<file path="src/rtl/key_dispatcher_if.sv">
// Handshake bundle between the key dispatcher, the UI/state logic and the arcfour core bank.
// master drives control pulses and core results; slave is the dispatcher itself.
interface key_dispatcher_if #(
  parameter int NUM_CORES     = 8,
  parameter int LOG_NUM_CORES = 3,
  parameter int KEY_WIDTH     = 24
);
  logic                           start;
  logic                           abort;
  logic [NUM_CORES-1:0]           core_done;
  logic [NUM_CORES-1:0]           core_hit;
  logic [NUM_CORES*KEY_WIDTH-1:0] core_key;
  logic [NUM_CORES-1:0]           core_go;
  logic [KEY_WIDTH-1:0]           dispatch_lo;
  logic [KEY_WIDTH-1:0]           dispatch_hi;
  logic                           kill;
  logic                           busy;
  logic                           found;
  logic                           exhausted;
  logic [KEY_WIDTH-1:0]           found_key;
  logic [LOG_NUM_CORES-1:0]       found_core;
  logic [KEY_WIDTH:0]             chunks_done;

  modport master (
    output start, abort, core_done, core_hit, core_key,
    input  core_go, dispatch_lo, dispatch_hi, kill, busy, found, exhausted,
           found_key, found_core, chunks_done
  );

  modport slave (
    input  start, abort, core_done, core_hit, core_key,
    output core_go, dispatch_lo, dispatch_hi, kill, busy, found, exhausted,
           found_key, found_core, chunks_done
  );
endinterface

</file>
<file path="src/rtl/key_dispatcher.sv">
// Round-robin chunk dispatcher for the parallel RC4 key-search core bank; stops the
// array on the first hit and reports the winning key, core and completed chunk count.
module key_dispatcher #(
  parameter int                   NUM_CORES     = 8,
  parameter int                   LOG_NUM_CORES = 3,
  parameter int                   KEY_WIDTH     = 24,
  parameter logic [KEY_WIDTH-1:0] KEY_MAX       = {KEY_WIDTH{1'b1}},
  parameter int                   CHUNK_LOG     = 16
)(
  input logic             clk,
  input logic             reset_n,
  key_dispatcher_if.slave kd
);

  localparam logic [KEY_WIDTH:0] LP_ONE     = {{KEY_WIDTH{1'b0}}, 1'b1};
  localparam logic [KEY_WIDTH:0] LP_CHUNK   = LP_ONE << CHUNK_LOG;
  localparam logic [KEY_WIDTH:0] LP_KEY_MAX = {1'b0, KEY_MAX};

  typedef enum logic [2:0] {
    S_IDLE, S_RUN, S_DRAIN, S_FOUND, S_EXHAUSTED
  } state_t;

  state_t                   r_state;
  logic [NUM_CORES-1:0]     r_busy_mask;
  logic [LOG_NUM_CORES-1:0] r_rr;
  logic [KEY_WIDTH:0]       r_next_lo;
  logic [NUM_CORES-1:0]     r_core_go;
  logic [KEY_WIDTH-1:0]     r_dispatch_lo;
  logic [KEY_WIDTH-1:0]     r_dispatch_hi;
  logic                     r_kill;
  logic                     r_busy;
  logic                     r_found;
  logic                     r_exhausted;
  logic [KEY_WIDTH-1:0]     r_found_key;
  logic [LOG_NUM_CORES-1:0] r_found_core;
  logic [KEY_WIDTH:0]       r_chunks_done;

  logic [NUM_CORES-1:0]     w_done_vld;
  logic [NUM_CORES-1:0]     w_hit_vld;
  logic [NUM_CORES-1:0]     w_busy_after_done;
  logic                     w_any_hit;
  logic [LOG_NUM_CORES-1:0] w_hit_idx;
  logic [KEY_WIDTH-1:0]     w_hit_key;
  logic [KEY_WIDTH:0]       w_nohit_cnt;
  logic                     w_pick_vld;
  logic [LOG_NUM_CORES-1:0] w_pick_idx;
  logic [NUM_CORES-1:0]     w_pick_oh;
  logic [LOG_NUM_CORES-1:0] w_rr_next;
  logic [KEY_WIDTH:0]       w_chunk_end;
  logic [KEY_WIDTH-1:0]     w_hi;
  logic [KEY_WIDTH:0]       w_next_lo_inc;

  // Dones from idle cores are spurious and never count or hit.
  assign w_done_vld        = kd.core_done & r_busy_mask;
  assign w_hit_vld         = w_done_vld & kd.core_hit;
  assign w_any_hit         = |w_hit_vld;
  assign w_busy_after_done = r_busy_mask & ~w_done_vld;

  always_comb begin
    w_hit_idx   = '0;
    w_hit_key   = '0;
    w_nohit_cnt = '0;
    for (int i = NUM_CORES - 1; i >= 0; i--) begin
      if (w_hit_vld[i]) begin
        w_hit_idx = LOG_NUM_CORES'(i);
        w_hit_key = kd.core_key[i*KEY_WIDTH +: KEY_WIDTH];
      end
      if (w_done_vld[i] && !kd.core_hit[i]) begin
        w_nohit_cnt = w_nohit_cnt + LP_ONE;
      end
    end
  end

  // Selection looks at the pre-done mask, so a core freed this cycle waits one cycle.
  always_comb begin
    w_pick_vld = 1'b0;
    w_pick_idx = '0;
    w_pick_oh  = '0;
    for (int i = 0; i < NUM_CORES; i++) begin
      if (!w_pick_vld && !r_busy_mask[i] && (i >= int'(r_rr))) begin
        w_pick_vld   = 1'b1;
        w_pick_idx   = LOG_NUM_CORES'(i);
        w_pick_oh[i] = 1'b1;
      end
    end
    for (int i = 0; i < NUM_CORES; i++) begin
      if (!w_pick_vld && !r_busy_mask[i]) begin
        w_pick_vld   = 1'b1;
        w_pick_idx   = LOG_NUM_CORES'(i);
        w_pick_oh[i] = 1'b1;
      end
    end
  end

  assign w_rr_next     = (w_pick_idx == LOG_NUM_CORES'(NUM_CORES - 1)) ? '0
                                                                       : w_pick_idx + LOG_NUM_CORES'(1);
  assign w_chunk_end   = r_next_lo + LP_CHUNK - LP_ONE;
  assign w_hi          = (w_chunk_end > LP_KEY_MAX) ? KEY_MAX : w_chunk_end[KEY_WIDTH-1:0];
  assign w_next_lo_inc = r_next_lo + LP_CHUNK;

  always_ff @(posedge clk or negedge reset_n) begin
    if (!reset_n) begin
      r_state       <= S_IDLE;
      r_busy_mask   <= '0;
      r_rr          <= '0;
      r_next_lo     <= '0;
      r_core_go     <= '0;
      r_dispatch_lo <= '0;
      r_dispatch_hi <= '0;
      r_kill        <= 1'b0;
      r_busy        <= 1'b0;
      r_found       <= 1'b0;
      r_exhausted   <= 1'b0;
      r_found_key   <= '0;
      r_found_core  <= '0;
      r_chunks_done <= '0;
    end else begin
      r_core_go <= '0;
      r_kill    <= 1'b0;
      case (r_state)
        S_IDLE, S_FOUND, S_EXHAUSTED: begin
          if (kd.start) begin
            r_state       <= S_RUN;
            r_busy        <= 1'b1;
            r_found       <= 1'b0;
            r_exhausted   <= 1'b0;
            r_found_key   <= '0;
            r_found_core  <= '0;
            r_chunks_done <= '0;
            r_busy_mask   <= '0;
            r_next_lo     <= '0;
            r_rr          <= '0;
          end
        end
        S_RUN, S_DRAIN: begin
          r_chunks_done <= r_chunks_done + w_nohit_cnt;
          // Priority: hit, then abort, then normal issue / drain progress.
          if (w_any_hit) begin
            r_state      <= S_FOUND;
            r_busy       <= 1'b0;
            r_found      <= 1'b1;
            r_kill       <= 1'b1;
            r_busy_mask  <= '0;
            r_found_key  <= w_hit_key;
            r_found_core <= w_hit_idx;
          end else if (kd.abort) begin
            r_state     <= S_IDLE;
            r_busy      <= 1'b0;
            r_kill      <= 1'b1;
            r_busy_mask <= '0;
          end else if (r_state == S_RUN && w_pick_vld) begin
            r_core_go     <= w_pick_oh;
            r_dispatch_lo <= r_next_lo[KEY_WIDTH-1:0];
            r_dispatch_hi <= w_hi;
            r_busy_mask   <= w_busy_after_done | w_pick_oh;
            r_rr          <= w_rr_next;
            r_next_lo     <= w_next_lo_inc;
            if (w_next_lo_inc > LP_KEY_MAX) begin
              r_state <= S_DRAIN;
            end
          end else begin
            r_busy_mask <= w_busy_after_done;
            if (r_state == S_DRAIN && w_busy_after_done == '0) begin
              r_state     <= S_EXHAUSTED;
              r_busy      <= 1'b0;
              r_exhausted <= 1'b1;
            end
          end
        end
        default: r_state <= S_IDLE;
      endcase
    end
  end

  assign kd.core_go     = r_core_go;
  assign kd.dispatch_lo = r_dispatch_lo;
  assign kd.dispatch_hi = r_dispatch_hi;
  assign kd.kill        = r_kill;
  assign kd.busy        = r_busy;
  assign kd.found       = r_found;
  assign kd.exhausted   = r_exhausted;
  assign kd.found_key   = r_found_key;
  assign kd.found_core  = r_found_core;
  assign kd.chunks_done = r_chunks_done;

endmodule

</file>
<file path="src/flat_wrapper.sv">
// flat-port wrapper written by rule: the top's interface ports become plain ports
module key_dispatcher_flat 
#(
  parameter int                   NUM_CORES     = 8,
  parameter int                   LOG_NUM_CORES = 3,
  parameter int                   KEY_WIDTH     = 24,
  parameter logic [KEY_WIDTH-1:0] KEY_MAX       = {KEY_WIDTH{1'b1}},
  parameter int                   CHUNK_LOG     = 16
)
  (clk, reset_n, kd_start, kd_abort, kd_core_done, kd_core_hit, kd_core_key, kd_core_go, kd_dispatch_lo, kd_dispatch_hi, kd_kill, kd_busy, kd_found, kd_exhausted, kd_found_key, kd_found_core, kd_chunks_done);
  key_dispatcher_if #(.NUM_CORES(NUM_CORES), .LOG_NUM_CORES(LOG_NUM_CORES), .KEY_WIDTH(KEY_WIDTH)) kd_i ();
  input logic clk;
  input logic reset_n;
  input wire logic [$bits(kd_i.start)-1:0] kd_start;
  input wire logic [$bits(kd_i.abort)-1:0] kd_abort;
  input wire logic [$bits(kd_i.core_done)-1:0] kd_core_done;
  input wire logic [$bits(kd_i.core_hit)-1:0] kd_core_hit;
  input wire logic [$bits(kd_i.core_key)-1:0] kd_core_key;
  output wire logic [$bits(kd_i.core_go)-1:0] kd_core_go;
  output wire logic [$bits(kd_i.dispatch_lo)-1:0] kd_dispatch_lo;
  output wire logic [$bits(kd_i.dispatch_hi)-1:0] kd_dispatch_hi;
  output wire logic [$bits(kd_i.kill)-1:0] kd_kill;
  output wire logic [$bits(kd_i.busy)-1:0] kd_busy;
  output wire logic [$bits(kd_i.found)-1:0] kd_found;
  output wire logic [$bits(kd_i.exhausted)-1:0] kd_exhausted;
  output wire logic [$bits(kd_i.found_key)-1:0] kd_found_key;
  output wire logic [$bits(kd_i.found_core)-1:0] kd_found_core;
  output wire logic [$bits(kd_i.chunks_done)-1:0] kd_chunks_done;
  assign kd_i.start = kd_start;
  assign kd_i.abort = kd_abort;
  assign kd_i.core_done = kd_core_done;
  assign kd_i.core_hit = kd_core_hit;
  assign kd_i.core_key = kd_core_key;
  assign kd_core_go = kd_i.core_go;
  assign kd_dispatch_lo = kd_i.dispatch_lo;
  assign kd_dispatch_hi = kd_i.dispatch_hi;
  assign kd_kill = kd_i.kill;
  assign kd_busy = kd_i.busy;
  assign kd_found = kd_i.found;
  assign kd_exhausted = kd_i.exhausted;
  assign kd_found_key = kd_i.found_key;
  assign kd_found_core = kd_i.found_core;
  assign kd_chunks_done = kd_i.chunks_done;
  key_dispatcher #(.NUM_CORES(NUM_CORES), .LOG_NUM_CORES(LOG_NUM_CORES), .KEY_WIDTH(KEY_WIDTH), .KEY_MAX(KEY_MAX), .CHUNK_LOG(CHUNK_LOG)) u_core (.clk(clk), .reset_n(reset_n), .kd(kd_i));
endmodule
</file>
<file path="config.mk">
export PLATFORM = sky130hd
export DESIGN_NAME = key_dispatcher_flat
export DESIGN_NICKNAME = d
export VERILOG_FILES = /design/src/rtl/key_dispatcher_if.sv /design/src/rtl/key_dispatcher.sv /design/src/flat_wrapper.sv
export SDC_FILE = /design/constraint.sdc
export NUM_CORES = 1
export LEC_CHECK = 0
export ABC_AREA = 1
export BUFFER_PORTS_ARGS = -buffer_cell sky130_fd_sc_hd__buf_2
export CELL_PAD_IN_SITES_DETAIL_PLACEMENT = 1
export CELL_PAD_IN_SITES_GLOBAL_PLACEMENT = 1
export CORE_MARGIN = 4
export CORE_UTILIZATION = 34
export CTS_CLUSTER_SIZE = 16
export DETAILED_ROUTE_END_ITERATION = 7
export GPL_TIMING_DRIVEN = 0
export PLACE_DENSITY_LB_ADDON = 0.1
export SLEW_MARGIN = 20
export SYNTH_ARGS = -nofsm -noshare
export SYNTH_HDL_FRONTEND = slang
export SYNTH_SLANG_ARGS = --single-unit
</file>
<file path="constraint.sdc">
create_clock -name clk -period 6.9 [get_ports clk]
set_input_delay 1.38 -clock clk [delete_from_list [all_inputs] [get_ports clk]]
set_output_delay 1.38 -clock clk [all_outputs]
set_load 0.05 [all_outputs]
</file>
Word-level counts from Yosys, hierarchy flattened
Cells that the tools add are included.
{ "word_totals": {"reg_bits": 151, "input_bits": 212, "output_inout_bits": 112, "wordCells": 254} }
{ "op_classes": {"addsub": 11, "order_cmp": 9, "eq_ne": 16, "mux": 121, "bitwise": 7, "n_reduce_logical": 76} }
{ "op_table": {"columns": ["operator", "count"], "rows": [
  ["25-bit 2-to-1 mux", 11],
  ["24-bit 2-to-1 mux", 11],
  ["25-bit by 1-bit adder with 25-bit output, second input constant", 6],
  ["25-bit one-hot mux with 2 select lines", 2],
  ["3-bit 2-to-1 mux", 32],
  ["8-bit 2-to-1 mux", 8],
  ["25-bit by 24-bit > comparator with 1-bit output, second input constant", 2],
  ["24-bit one-hot mux with 2 select lines", 1],
  ["1-bit 2-to-1 mux", 47],
  ["1-bit logical AND", 32],
  ["1-bit logical NOT", 31],
  ["25-bit by 17-bit adder with 25-bit output, second input constant", 1],
  ["25-bit adder", 1],
  ["25-bit by 1-bit subtractor with 25-bit output, second input constant", 1],
  ["8-bit AND", 3],
  ["3-bit one-hot mux with 2 select lines", 3],
  ["8-bit one-hot mux with 2 select lines", 1],
  ["3-bit greater-or-equal comparator, first input constant", 3],
  ["8-bit logical NOT", 1],
  ["2-bit inequality test, second input constant", 4],
  ["8-bit NOT", 1],
  ["8-bit bitwise OR", 1],
  ["4-bit AND reduction", 2],
  ["8-bit OR reduction", 1],
  ["23 further kinds", 34]
]} }

Longest topological paths before layout
Gate-level depths: netlist (run 1).
{ "logic_depth": {"ltp_word": 60, "mapped_depth": 40, "mapped_depth_nobuf": 40} }

Worst setup path before layout (run 1)
Ideal clock, no wire load.
{ "synth_path": {"kind": "input port to flip-flop", "start": "input kd_core_hit[7]", "end": "register u_core.r_chunks_done[18], in the netlist u_core.kd.chunks_done[18]", "setup_time_ns": 0.071, "t_arrival_ns": 6.123, "t_required_ns": 6.829, "slack_ns": 0.706, "path_stages": 38, "n_path_buf": 0, "cell_sequence": "nor3_1 > inv_1 > ha_1 > nand4_1 > nand2_2 > inv_1 > ha_1 > inv_1 > o21ai_2 > ha_1 > nand2_1 > nand2_1 > ha_1 > nor2_1 > a31oi_2 > ha_1 > nand2_1 > nand2_1 > [... 2 more ...] > nor2_1 > nand2_1 > xnor2_1 > ha_1 > nand2_1 > nor3_1 > a21oi_1 > nor2_1 > o21ai_0 > nand2_1 > nand2_1 > nor2_2 > nand3_1 > nor2_1 > nand2_1 > nand2_1 > nand2_1 > nor2_1"} }
{ "synth_via": {"elab_chain_len": 19} }
{ "synth_lines": {"columns": ["item", "line", "source"], "rows": [
  ["from (decl)", "flat_wrapper.sv:17", "input wire logic [$bits(kd_i.core_hit)-1:0] kd_core_hit;"],
  ["1-bit logical NOT (*)", "key_dispatcher.sv:68", "if (w_done_vld[i] && !kd.core_hit[i]) begin"],
  ["1-bit logical AND (*)", "key_dispatcher.sv:68", null],
  ["1-bit 2-to-1 mux (*)", "key_dispatcher.sv:68", null],
  ["1-bit by 1-bit adder with 2-bit output", "key_dispatcher.sv:69", "w_nohit_cnt = w_nohit_cnt + LP_ONE;"],
  ["25-bit 2-to-1 mux (*)", "key_dispatcher.sv:68", null],
  ["25-bit by 1-bit adder with 25-bit output", "key_dispatcher.sv:69", null],
  ["25-bit 2-to-1 mux (*)", "key_dispatcher.sv:68", null],
  ["25-bit by 1-bit adder with 25-bit output", "key_dispatcher.sv:69", null],
  ["[... 3 more ...]", null, null],
  ["25-bit by 1-bit adder with 25-bit output", "key_dispatcher.sv:69", null],
  ["25-bit 2-to-1 mux (*)", "key_dispatcher.sv:68", null],
  ["25-bit by 1-bit adder with 25-bit output", "key_dispatcher.sv:69", null],
  ["25-bit 2-to-1 mux (*)", "key_dispatcher.sv:68", null],
  ["25-bit by 1-bit adder with 25-bit output", "key_dispatcher.sv:69", null],
  ["25-bit 2-to-1 mux (*)", "key_dispatcher.sv:68", null],
  ["25-bit adder (*)", "key_dispatcher.sv:136", "r_chunks_done <= r_chunks_done + w_nohit_cnt;"],
  ["25-bit one-hot mux with 2 select lines (*)", "key_dispatcher.sv:120", "case (r_state)"],
  ["to (signal assigned)", "key_dispatcher.sv:136", null],
  ["to (decl)", "key_dispatcher.sv:36", "logic [KEY_WIDTH:0] r_chunks_done;"]
]} }
Every way passes the cells marked *; elsewhere a longest branch is shown, timed or not.
A chain may end at the register's enable or synchronous reset.

Final worst setup path (run 1)
{ "layout_path": {"start": "input kd_core_done[6]", "end": "register u_core.r_chunks_done[16], in the netlist u_core.kd.chunks_done[16]"} }
{ "layout_via": {"elab_chain_len": 17} }
{ "layout_lines": {"columns": ["item", "line", "source"], "rows": [
  ["from (decl)", "flat_wrapper.sv:16", "input wire logic [$bits(kd_i.core_done)-1:0] kd_core_done;"],
  ["8-bit AND (*)", "key_dispatcher.sv:54", "assign w_done_vld = kd.core_done & r_busy_mask;"],
  ["1-bit logical AND (*)", "key_dispatcher.sv:68", null],
  ["25-bit 2-to-1 mux (*)", "key_dispatcher.sv:68", null],
  ["25-bit by 1-bit adder with 25-bit output", "key_dispatcher.sv:69", null],
  ["25-bit 2-to-1 mux (*)", "key_dispatcher.sv:68", null],
  ["25-bit by 1-bit adder with 25-bit output", "key_dispatcher.sv:69", null],
  ["25-bit 2-to-1 mux (*)", "key_dispatcher.sv:68", null],
  ["25-bit by 1-bit adder with 25-bit output", "key_dispatcher.sv:69", null],
  ["25-bit 2-to-1 mux (*)", "key_dispatcher.sv:68", null],
  ["25-bit by 1-bit adder with 25-bit output", "key_dispatcher.sv:69", null],
  ["25-bit 2-to-1 mux (*)", "key_dispatcher.sv:68", null],
  ["25-bit by 1-bit adder with 25-bit output", "key_dispatcher.sv:69", null],
  ["25-bit 2-to-1 mux (*)", "key_dispatcher.sv:68", null],
  ["25-bit by 1-bit adder with 25-bit output", "key_dispatcher.sv:69", null],
  ["25-bit 2-to-1 mux (*)", "key_dispatcher.sv:68", null],
  ["25-bit adder (*)", "key_dispatcher.sv:136", null],
  ["25-bit one-hot mux with 2 select lines (*)", "key_dispatcher.sv:120", null]
]} }
Marked as above.

==> impl_metrics.py, run 1 <==
metrics = {
    "grt": {
        "grt_use_total_pct": 25.8,
        "grt_max_degree": 76,
        "grt-ovfl-total": 0,
        "antenna_found_initial": 10,
        "grt_pass1_wl_um": 53000,
        "grt_pass1_vias": 9849,
    },
    "detailed_routing": {
        "via_per_inst": 5.09,
        "wire_per_inst_um": 19.1,
        "wirelength_um": 34300,
        "final_antenna_net_count": 0,
        "drcViolationCount": 0,
        "drt_first_pass_iters": 4,
        "drtIter0Drc": 357,
        "via_count": 9134,
    },
    "placed_design": {
        "dpl.hpwl_um": 27800,
        "place_ws_ns": -0.310,
        "gp_congestion": 0.938,
        "port_buffers": 307,
        "placed_area_um2": 9990,
    },
    "cells_and_area": {
        "final_util_pct": 45.9,
        "final_area_um2": 10500,
        "syn_to_final_growth_pct": 31.7,
        "final_net_count": 1709,
        "seq_area_um2": 2600,
        "multi_input_area_um2": 4600,
        "layout-drive-gt1-share_pct": 31.6,
        "fillers": 3083,
    },
    "floorplanning": {
        "start_util_pct": 34.9,
        "coreArea_um2": 22800,
        "rows": 55,
        "die_h_um": 161,
        "die_w_um": 161,
        "dieArea_um2": 25900,
        "io_pins": 324,
    },
    "cts": {
        "cts_hold_buf": 0,
        "clkTransAtPathRegs_ns": 0.09,
        "cts_max_level": 3,
        "cts-buffers-inserted": 9,
        "cts_tree": "yes",
        "cts_buffer_depth": 2,
        "cts_sinks": 104,
        "clk_latency_ns": 0.37,
        "cts_root_buf": "clkbuf_16",
    },
    "logic_synthesis": {
        "synthArstFlopShare_pct": 100,
        "ys_types": 54,
        "synth_area_um2": 7960,
        "synth-edff-count": 0,
        "synth.avg_cell_area_um2": 7.05,
        "yosysWarnings": 0,
        "synth_ff_type": "dfrtp_1",
        "syn_inst": 1129,
        "ys_seq_area_share_pct": 32.7,
        "synth-seq-cells": 104,
    },
    "timing": {
        "worst_pin_slew_ns": 0.759,
        "setup-violations-final": 0,
        "hold_viol_final": 0,
        "relSlewSlack_pct": 49.0,
        "fin_crit_sh_pct": 95.6,
        "layout_setup_ws_ns": 0.303,
        "min_period_ns": 6.60,
        "holdWs_ns": 0.467,
        "fmax_mhz": 152,
        "clock_skew_ns": 0.0147,
        "maxSlewViolCount": 0,
    },
    "critical_path": {
        "crit_end": "u_core.kd.chunks_done[16]",
        "crit_path_start": "kd_core_done[6]",
        "crit_fanout": 6,
        "reg2regPathDepth": 38,
        "reg2reg_from": "u_core.r_busy_mask[6]",
        "critPathSlowestCell": "ha_2",
        "cp_data_required_time_ns": 7.20,
        "r2r_setup_slack_ns": 0.91,
        "critPathArrivalTime_ns": 6.90,
        "timing.rr.end": "u_core.kd.chunks_done[16]",
        "startpoint_type": "input port",
        "worstSetupEndpointType": "flop",
        "critical_path_class": "input port to flop",
        "cpPeakStageDelay_ns": 0.40,
    },
    "power": {
        "power_w": 0.00319,
        "leakagePower_nw": 5.68,
        "power_density_nw_per_um2": 305,
        "peakVddDrop_mv": 0.169,
    },
    "status": {
        "status": "completed",
    },
    "worst_hold_path": {
        "min_path_cells": 2,
        "hold_start": "u_core.kd.dispatch_hi[18]",
        "min-delay-path-class": "flop to flop",
    },
    "job": {
        "max_cap_violations": 0,
    },
}
[critical path: cells and delay by family]
kind / cells / cell delay [ns]
adder cells (fa/ha/maj): 7 / 1.95
buffers and inverters: 6 / 0.48
AO/OA/AOI/OAI: 6 / 0.59
AND/OR/NAND/NOR: 19 / 2.34
XOR/XNOR: 1 / 0.15
[final cells by class]
class / instances / share of cell area, %
sequential: 104 / 24.8
buffer: 79 / 4.30
clock buffer: 9 / 2.15
tap: 313 / 3.74
multi-input combinational: 835 / 43.9
timing repair buffer: 317 / 15.6
inverter: 129 / 4.70
clock inverter: 7 / 0.776
antenna: 1 / 0.0239
[report_power, final]
group          total [W]  internal, W  switching [W]
Combinational    0.00178     0.000456        0.00132
Sequential      0.000870     0.000741       0.000129
Clock           0.000543     0.000260       0.000283
[stage by stage]
stage          TNS [ns]  cells
2_1_floorplan         0   1147
3_3_place_gp     -0.582   1767
3_5_place_dp      -2.22   1768
4_1_cts               0   1784
5_1_grt          -0.314   1794
6_report              0   1794
[routing by layer]
metal  share of wire (%)  vias to the layer above  GRT usage [%]
met5                0.27                        -              0
met4                 3.0                       18           8.88
met3                 6.1                       70           6.35
met2                  50                      246           46.2
met1                  40                     4344           30.1
li1                    -                     4456              -
[state kept, by name, indices dropped and copies added (netlist names), 3 cells and up]
signal and count:
u_core.kd.dispatch_lo 8, u_core.kd.found_core 3, u_core.kd.dispatch_hi 9, u_core.r_next_lo 9, u_core.r_rr 3, u_core.kd.core_go 8
u_core.kd.found_key 24, u_core.r_busy_mask 8, u_core.kd.chunks_done 25, u_core.r_state 3
[placed cells by master, fill, tap and decap left out, types with 3 or more instances in the layout]
master,count
nor3_4,4
o211ai_1,24
buf_2,312
a32o_1,3
o21ai_0,51
a221oi_1,24
and3_1,3
xor2_1,12
nand2_1,255
buf_4,40
o22ai_1,3
nor2_1,119
o31ai_1,5
inv_1,107
dfrtp_1,104
o221ai_1,24
nand4_1,18
nor2_4,7
clkbuf_16,9
o21ai_2,9
ha_1,19
nor3_1,17
nand2_2,19
a31oi_1,4
nand3_2,3
o21ai_1,16
xnor2_1,4
conb_1,19
nand3_1,54
nor4_1,7
inv_4,3
nor2_2,5
nor3_2,7
buf_6,5
a21oi_1,71
inv_2,18
clkbuf_1,38
[Yosys cell counts (4+ instances only)]
library cell	instances	share of area (%)
a21oi_1	72	4.5
a221oi_1	24	2.6
a31oi_1	4	0.31
buf_2	6	0.38
buf_4	31	2.9
buf_6	4	0.57
clkbuf_1	38	1.8
dfrtp_1	104	33
ha_1	21	3.3
inv_1	108	5.1
inv_2	17	0.80
nand2_1	260	12
nand2_2	14	1.1
nand3_1	55	3.5
nand4_1	18	1.4
nor2_1	122	5.8
nor2_2	4	0.31
nor2_4	5	0.71
nor3_1	22	1.4
nor3_2	4	0.50
nor4_1	9	0.71
o211ai_1	24	2.3
o21ai_0	53	3.3
o21ai_1	15	0.94
o21ai_2	8	0.88
o221ai_1	24	2.6
o31ai_1	5	0.47
xnor2_1	4	0.44
xor2_1	12	1.3
[how the worst min path moves through the flow]
stage                                 to  slack, ns
5_1_grt        u_core.kd.dispatch_hi[18]       0.49
4_1_cts        u_core.kd.dispatch_hi[18]       0.47
3_5_place_dp   u_core.kd.dispatch_hi[18]       0.45
2_1_floorplan       u_core.r_next_lo[24]       0.47
6_report       u_core.kd.dispatch_hi[18]       0.47
3_3_place_gp   u_core.kd.dispatch_hi[19]       0.45
[timing repair]
| item | 4_1_cts | 5_1_grt |
|---|---|---|
| setup buffers | 0 | 9 |
| gates resized for setup | 0 | 28 |
| setup endpoints to repair | 0 | 13 |
| hold endpoints to repair | 0 | 0 |
[cells by family (layout without fill, tap and decap cells)]
kind of cell,count (synthesis),in the layout,share of synthesized area (%)
AND/OR/NAND/NOR,534,534,30.3
AO/OA/AOI/OAI,243,243,19.6
buffers and inverters,208,541,11.8
flip-flops,104,104,32.7
adder cells (fa/ha/maj),22,22,3.55
XOR/XNOR,17,17,1.96
other,1,20,0.0471
Note: power is estimated with default switching activity, not from simulation.
==> run 2, diff against run 1 <==
--- a/config.mk
+++ b/config.mk
@@ -7,7 +7,7 @@
 export LEC_CHECK = 0
 export ABC_AREA = 1
 export BUFFER_PORTS_ARGS = -buffer_cell sky130_fd_sc_hd__buf_2
-export CELL_PAD_IN_SITES_DETAIL_PLACEMENT = 1
+export CELL_PAD_IN_SITES_DETAIL_PLACEMENT = 0
 export CELL_PAD_IN_SITES_GLOBAL_PLACEMENT = 1
 export CORE_MARGIN = 4
 export CORE_UTILIZATION = 34
==> run 2 against run 1 <==
Against the previous run:
- design area is 0.41% lower
- sequential power hardly changed
- non-clock buffer count is 3 lower
- clock skew is 0.0081 ns lower
- utilization is 0.19 points lower
- via count is 3.1% lower
- global-route usage is 1.8 points lower
- cell count is 0.11% lower
- clock power is 3% higher
- routed wire length is 7.2% lower
- die area stayed put
- critical path depth stayed put
- critical path type unchanged
- critical endpoint is now u_core.kd.chunks_done[20]
==> impl_metrics.py, run 2 (synthesis gave the netlist of run 1 again) <==
metrics = {
    "floorplanning": {
        "coreArea_um2": 22800,
        "die_h_um": 161,
        "start_util_pct": 34.9,
        "die_w_um": 161,
        "io_pins": 324,
        "dieArea_um2": 25900,
        "rows": 55,
    },
    "cells_and_area": {
        "final_util_pct": 45.7,
        "stdcell_count": 1792,
        "largest_reg_flops": 25,
        "final_common_cell": "buf_2",
        "layout-drive-gt1-share_pct": 30.9,
        "final_area_um2": 10400,
        "syn_to_final_growth_pct": 31.1,
        "final_cell_mix": "312 x buf_2, 256 x nand2_1, 121 x nor2_1, 108 x inv_1, 104 x dfrtp_1",
        "final_net_count": 1706,
    },
    "detailed_routing": {
        "drcViolationCount": 0,
        "via_count": 8847,
        "drtIter0Drc": 505,
        "final_antenna_net_count": 0,
        "wire_per_inst_um": 17.7,
        "via_per_inst": 4.94,
        "wirelength_um": 31800,
        "drt_first_pass_iters": 4,
    },
    "placed_design": {
        "dpl.hpwl_um": 26000,
        "gp_congestion": 0.938,
        "place_inst": 1768,
        "placed_area_um2": 9990,
        "port_buffers": 307,
    },
    "cts": {
        "cts_buffer_depth": 2,
        "cts_root_buf": "clkbuf_16",
        "cts_sinks": 104,
        "cts-buffers-inserted": 9,
        "cts_max_level": 3,
        "clkTransAtPathRegs_ns": 0.08,
        "clk_latency_ns": 0.36,
        "cts_tree": "yes",
        "cts_hold_buf": 0,
    },
    "worst_hold_path": {
        "min-delay-path-class": "flop to flop",
    },
    "grt": {
        "antenna_found_initial": 7,
        "gr-max-usage-layer": "met2",
        "grt-ovfl-total": 0,
        "grt_use_total_pct": 24.0,
        "grt_use_met1_pct": 29.2,
        "grt_pass1_vias": 9008,
        "use_met3_pct": 5.23,
        "grt_max_degree": 76,
        "use_met2_pct": 42.7,
        "grt_pass1_wl_um": 49300,
    },
    "critical_path": {
        "cp_data_required_time_ns": 7.19,
        "startpoint_type": "input port",
        "cpMostUsedCell": "nand2_1",
        "cpPeakStageDelay_ns": 0.38,
        "critPathArrivalTime_ns": 6.74,
        "crit_fanout": 5,
        "worstSetupEndpointType": "flop",
        "critical_path_class": "input port to flop",
        "critPathSlowestCell": "ha_1",
    },
    "power": {
        "leakagePower_nw": 5.66,
        "combPwrFrac_pct": 55.1,
        "internal-power_w": 0.00149,
        "pwr-share-seq_pct": 27.3,
        "peakVddDrop_mv": 0.150,
        "p_sw_share_pct": 53.2,
        "power_w": 0.00318,
        "pwr-share-clk_pct": 17.6,
        "netSwitchingPower_w": 0.00169,
        "power_density_nw_per_um2": 304,
    },
    "timing": {
        "hold_viol_final": 0,
        "fmax_mhz": 155,
        "relSlewSlack_pct": 53.2,
        "min_period_ns": 6.45,
        "maxSlewViolCount": 0,
        "clock_skew_ns": 0.00663,
        "fin_crit_sh_pct": 93.5,
        "worst_pin_slew_ns": 0.697,
        "setup-violations-final": 0,
    },
    "job": {
        "max_cap_violations": 0,
    },
    "status": {
        "status": "completed",
    },
}
## run 2: routing by layer
| layer | vias up | share of wire [%] | wire length, um |
|---|---|---|---|
| met5 | - | 0.19 | 60 |
| met4 | 10 | 2.6 | 823 |
| met3 | 50 | 6.4 | 2040 |
| met2 | 280 | 49 | 15600 |
| met1 | 4049 | 42 | 13300 |
| li1 | 4458 | - | - |
## run 2: power groups by stage
stage,combinational (W),clock (W),sequential [W]
after floorplan,0.000869,0,0.00123
after global placement,0.00174,0,0.000879
after detailed placement,0.00175,0,0.000879
after CTS,0.00176,0.000570,0.000869
after global routing,0.00191,0.000595,0.000888
final,0.00175,0.000558,0.000867
## run 2: final cells by class
type / count / area, um2
timing repair buffer: 314 / 1620
buffer: 79 / 450
tap: 313 / 392
antenna: 2 / 5.00
sequential: 104 / 2600
inverter: 129 / 493
multi-input combinational: 835 / 4570
fill: 2461 / 12400
clock inverter: 7 / 88.8
clock buffer: 9 / 225
## run 2: stage by stage
step	setup TNS (ns)	setup WS [ns]	hold WS [ns]
global route	-0.0612	-0.0500	0.496
detailed placement	-1.06	-0.175	0.453
global placement	-0.582	-0.141	0.449
CTS	0	0.176	0.473
finish	0	0.451	0.467
floorplan	0	0.706	0.468
## run 2: timing repair
item / CTS / global route
gates resized for setup: 0 / 19
endpoints found under the setup margin: 0 / 13
setup buffers: 0 / 6
## run 2: final timing paths
path,cells past startpoint,to,slack [ns],startpoint
worst max register to register,39,u_core.kd.chunks_done[20],1.02,u_core.r_busy_mask[6]
worst min register to register,2,u_core.kd.dispatch_lo[18],0.47,u_core.kd.dispatch_lo[18]
max in group asynchronous,2,u_core.kd.found_core[2],5.30,reset_n
worst min-delay path,2,u_core.kd.dispatch_lo[18],0.47,u_core.kd.dispatch_lo[18]
min in group asynchronous,1,u_core.kd.core_go[7],0.90,reset_n
worst max-delay path,39,u_core.kd.chunks_done[20],0.45,kd_core_hit[6]
## run 2: worst max-delay path, delay by kind of cell
kind                     cells  cell delay [ns]
buffers and inverters        4             0.29
adder cells (fa/ha/maj)      7             1.96
XOR/XNOR                     1             0.14
AND/OR/NAND/NOR             23             2.56
AO/OA/AOI/OAI                4             0.42
